$ cat src/rtl/br_flow_demux_credit_scheduler.sv
// br_flow_demux_credit_scheduler: credit-tracked round-robin demux of one push stream to NumRequesters destinations.
// Ports:
//   clk, rst_n     clock, asynchronous active-low reset
//   push_*         upstream ready-valid stream (push_ready depends on registered credits only)
//   pop_valid      registered one-hot0 destination strobe, no backpressure
//   pop_data       registered payload replicated to every destination slot
//   credit_return  per-destination credit return pulses
//   credit_count   current credits per destination
//   last_select    destination of the most recent transfer
module br_flow_demux_credit_scheduler #(
    parameter int NumRequesters = 2,
    parameter int BitWidth = 1,
    parameter int MaxCredits = 4,
    parameter bit EnableIntegAsserts = 1'b1,
    localparam int CW = $clog2(MaxCredits + 1),
    localparam int SW = $clog2(NumRequesters)
) (
    input  logic                                    clk,
    input  logic                                    rst_n,
    output logic                                    push_ready,
    input  logic                                    push_valid,
    input  logic [BitWidth-1:0]                     push_data,
    output logic [NumRequesters-1:0]                pop_valid,
    output logic [NumRequesters-1:0][BitWidth-1:0]  pop_data,
    input  logic [NumRequesters-1:0]                credit_return,
    output logic [NumRequesters-1:0][CW-1:0]        credit_count,
    output logic [SW-1:0]                           last_select
);
    logic [NumRequesters-1:0] eligible;
    logic [NumRequesters-1:0] grant;
    logic [SW-1:0]            rr_ptr;
    logic [SW-1:0]            grant_idx;
    logic                     xfer;

    always_comb begin
        eligible = '0;
        for (int i = 0; i < NumRequesters; i++) eligible[i] = credit_count[i] != '0;
    end

    // Scan downward so the closest eligible destination at/after rr_ptr wins last.
    always_comb begin
        grant_idx = rr_ptr;
        for (int k = NumRequesters - 1; k >= 0; k--)
            if (eligible[(int'(rr_ptr) + k) % NumRequesters])
                grant_idx = SW'((int'(rr_ptr) + k) % NumRequesters);
    end

    assign push_ready = |eligible;
    assign xfer       = push_valid && push_ready;
    assign grant      = xfer ? {{(NumRequesters-1){1'b0}}, 1'b1} << grant_idx : '0;

    always_ff @(posedge clk or negedge rst_n) begin
        if (!rst_n) begin
            pop_valid    <= '0;
            pop_data     <= '0;
            rr_ptr       <= '0;
            last_select  <= '0;
            credit_count <= {NumRequesters{CW'(MaxCredits)}};
        end else begin
            pop_valid <= grant;
            if (xfer) begin
                pop_data    <= {NumRequesters{push_data}};
                rr_ptr      <= grant_idx == SW'(NumRequesters - 1) ? '0 : grant_idx + 1'b1;
                last_select <= grant_idx;
            end
            // A return at full count saturates rather than wrapping.
            for (int i = 0; i < NumRequesters; i++)
                if (grant[i] && !credit_return[i])
                    credit_count[i] <= credit_count[i] - 1'b1;
                else if (credit_return[i] && !grant[i] && credit_count[i] != CW'(MaxCredits))
                    credit_count[i] <= credit_count[i] + 1'b1;
        end
    end

    a_onehot: assert property (@(posedge clk) disable iff (!rst_n) $onehot0(pop_valid));

    for (genvar i = 0; i < NumRequesters; i++) begin : g_chk
        a_grant_credit: assert property (@(posedge clk) disable iff (!rst_n) grant[i] |-> eligible[i]);
        if (EnableIntegAsserts) begin : g_integ
            a_no_overflow: assert property (@(posedge clk) disable iff (!rst_n)
                credit_return[i] |-> credit_count[i] != CW'(MaxCredits));
        end
    end

    if (EnableIntegAsserts) begin : g_hold
        a_push_hold: assert property (@(posedge clk) disable iff (!rst_n)
            push_valid && !push_ready |=> push_valid && $stable(push_data));
    end
endmodule

$ cat config.mk
export PLATFORM = sky130hd
export DESIGN_NAME = br_flow_demux_credit_scheduler
export DESIGN_NICKNAME = d
export VERILOG_FILES = /design/src/rtl/br_flow_demux_credit_scheduler.sv
export SDC_FILE = /design/constraint.sdc
export NUM_CORES = 1
export LEC_CHECK = 0
export ABC_AREA = 1
export CELL_PAD_IN_SITES_DETAIL_PLACEMENT = 0
export CELL_PAD_IN_SITES_GLOBAL_PLACEMENT = 1
export CORE_MARGIN = 3
export CORE_UTILIZATION = 38
export CTS_BUF_LIST = sky130_fd_sc_hd__clkbuf_4 sky130_fd_sc_hd__clkbuf_8
export DETAILED_ROUTE_END_ITERATION = 16
export PLACE_DENSITY_LB_ADDON = 0.1
export SYNTH_ARGS = -nofsm -noshare
export SYNTH_HDL_FRONTEND = slang
export SYNTH_SLANG_ARGS = --single-unit
$ cat constraint.sdc
create_clock -name clk -period 2.8 [get_ports clk]
set_clock_uncertainty 0.2 [all_clocks]
set_input_delay 0.56 -clock clk [delete_from_list [all_inputs] [get_ports clk]]
set_output_delay 0.56 -clock clk [all_outputs]
set_load 0.02 [all_outputs]
==> metrics.cfg <==
[yosys]
seq_area_frac_synth = 0.4181
syn_area_um2 = 664.4
netlist.area_leader.share = 0.3390
synth.top_cells.by_area = dfrtp_1 34%, nand2_1 12%, nand2_2 9.4%, dfstp_2 7.9%, inv_1 7.3%
ys.warnings.count = 0
syn_avg_cell_area_um2 = 8.410
yosys.area.top_type = dfrtp_1
synth-seq-cells = 11
syn_nets = 87
syn_inst = 79
synth_cell_type_count = 20

[route]
ant_nets = 0
wirelength_um = 1220
drt-pass1-iter-count = 4
drc_errors = 0
vias = 553
drtIter0Drc = 6
viasPerCell = 4.809
wire_per_inst_um = 10.61

[pwr]
ir_drop_mv = 0.5767
power_w = 0.001081
pwr-share-seq = 0.298
clkPwrFrac = 0.112
p_per_area_nw_per_um2 = 1232
combPwrFrac = 0.591
power.switching_w = 0.0004961
p_int_w = 0.0005846
power_switching_share = 0.4591
p_leak_nw = 0.4443

[outcome]
status = complete, no violations

[floorplanning]
die_y_um = 47.82
pin_count = 18
core_um2 = 1577
initial_utilization = 0.4214
die-area_um2 = 2286
die_w_um = 47.82
floorplan.rows = 14

[hold_path]
hold_depth = 2
worst_hold_path_type = reg -> reg

[flow_run]
drv_cap = 0

[cts]
clk_latency_ns = 0.27
htree_levels = 1
clk_root_buffer_cell = clkbuf_4
cts_resized = 0
hold_buffers = 0
cts_inserted_buffers = 3
cts_setup_buffers = 0
clock-sinks = 11
cts_buffer_depth = 2
cts_tree = done
clk_pin_slew_ns = 0.07

[timing]
hold_viol = 0
maxSlewHeadroom = 0.6431
fin_setup_tns_ns = 0
final-setup-viol-count = 0
rsz0062_at_grt = no
worst_slew_pin_slew_ns = 0.5337
fin_crit_sh = 0.8666
timing.fmax_mhz = 412.1
slew_violations = 0
min_period_ns = 2.426

[critical_path]
criticalPathCategory = reg -> out
start_kind = register
arrival_ns = 1.67
startpoint = credit_count[2]$_DFFE_PN1P_
r2r_start = credit_count[5]$_DFFE_PN1P_
slowest_delay_ns = 0.62
cp.required_ns = 2.04
reg2reg_to = credit_count[5]$_DFFE_PN1P_
cp_cell_sequence = inv_1, nand4_1, clkdlybuf4s50_1
rrSetupSlack_ns = 0.83
r2r_cells = 8
setup.worst_path.end = push_ready
end_kind = output pin
critical_path.slowest_cell = clkdlybuf4s50_1
critPathMaxFanout = 4

[layout]
syn_to_final_growth_pct = 32.02
final_common_cell = nand2_1
drive_gt1_frac = 0.2424
nets = 108
n_antenna_cell = 0
mostFrequentLayoutCells = 21 x nand2_1, 17 x clkdlybuf4s50_1, 13 x inv_1, 10 x nand2_2, 9 x dfrtp_1

[placement]
port_buffers = 17
place.gp.congestion = 0.6532
dp_hpwl_um = 953.2

[global_routing]
grt_pass1_vias = 548
grt_usage = 0.1386
grt_pass1_wl_um = 2118
grt_overflow = 0
grt_antenna_before_repair = 0
grt_max_degree = 12

==> routing by layer <==
| layer | vias up | global-route usage | part of all wire | wire length (µm) |
|---|---|---|---|---|
| li1 | 282 | - | - | - |
| met1 | 247 | 0.1678 | 0.47 | 577 |
| met2 | 20 | 0.2164 | 0.43 | 526 |
| met3 | 4 | 0.04135 | 0.070 | 85 |
| met4 | 0 | 0.08065 | 0.025 | 30 |
| met5 | - | 0 | 0 | 0 |
==> cell usage after synthesis (all sizes together) <==
library cell	instances
dfstp	2
nor2	2
inv	14
buf	1
nand3	7
a21oi	4
nand3b	1
o21ai	2
nand2	32
dfrtp	9
fa	1
ha	1
nand4	2
xor2	1
==> power by group through the flow <==
stage          clock, W  sequential, W  combinational [W]
5_1_grt        0.000131       0.000337           0.000720
6_report       0.000121       0.000322           0.000638
2_1_floorplan         0       0.000400           0.000359
3_3_place_gp          0       0.000326           0.000636
4_1_cts        0.000126       0.000325           0.000645
3_5_place_dp          0       0.000326           0.000645
==> metrics by stage <==
step | instances | hold WS [ns] | setup WS [ns] | util | cell area [µm²]
2_1_floorplan | 79 | 0.06441 | 0.8803 | - | 664.4
3_3_place_gp | 111 | 0.2567 | 0.3399 | 0.5373 | 847.1
3_5_place_dp | 111 | 0.2575 | 0.3566 | 0.5373 | 847.1
4_1_cts | 115 | 0.2771 | 0.3570 | 0.5563 | 877.1
5_1_grt | 115 | 0.2951 | 0.2791 | 0.5563 | 877.1
6_report | 115 | 0.2708 | 0.3735 | 0.5563 | 877.1
==> kinds of logic after synthesis <==
logic type | after synthesis | synth area share
AND/OR/NAND/NOR | 44 | 0.3616
buffers and inverters | 15 | 0.09040
flip-flops | 11 | 0.4181
AO/OA/AOI/OAI | 6 | 0.06781
adder cells (fa/ha/maj) | 2 | 0.04896
XOR/XNOR | 1 | 0.01319
==> registers in the layout (all words and copies together) (netlist names) <==
| signal | flops |
|---|---|
| last_select | 1 |
| credit_count | 6 |
| pop_data | 1 |
| pop_valid | 2 |
| rr_ptr | 1 |
==> how the worst min path moves through the flow <==
stage                     slack (ns)                     from                     endpoint
after CTS                       0.28  last_select$_DFFE_PN0N_      last_select$_DFFE_PN0N_
after global routing            0.30  last_select$_DFFE_PN0N_      last_select$_DFFE_PN0N_
final                           0.27  last_select$_DFFE_PN0N_      last_select$_DFFE_PN0N_
after global placement          0.26  last_select$_DFFE_PN0N_      last_select$_DFFE_PN0N_
after floorplan                 0.06                    rst_n  credit_count[0]$_DFFE_PN0P_
after detailed placement        0.26  last_select$_DFFE_PN0N_      last_select$_DFFE_PN0N_
==> cell type report <==
cell class / instances / area (µm²)
Sequential cell: 11 / 277.8
Timing Repair Buffer: 17 / 170.2
Multi-Input combinational cell: 53 / 326.6
Tap cell: 16 / 20.02
Clock buffer: 4 / 30.03
Fill cell: 158 / 699.4
Inverter: 14 / 52.55
==> critical path, delay by kind of cell, from the launching register on <==
| family | cells | cell delay (ns) |
|---|---|---|
| buffers and inverters | 2 | 0.71 |
| flip-flops | 1 | 0.56 |
| AND/OR/NAND/NOR | 1 | 0.14 |
Power figures use the tool's default switching activity.
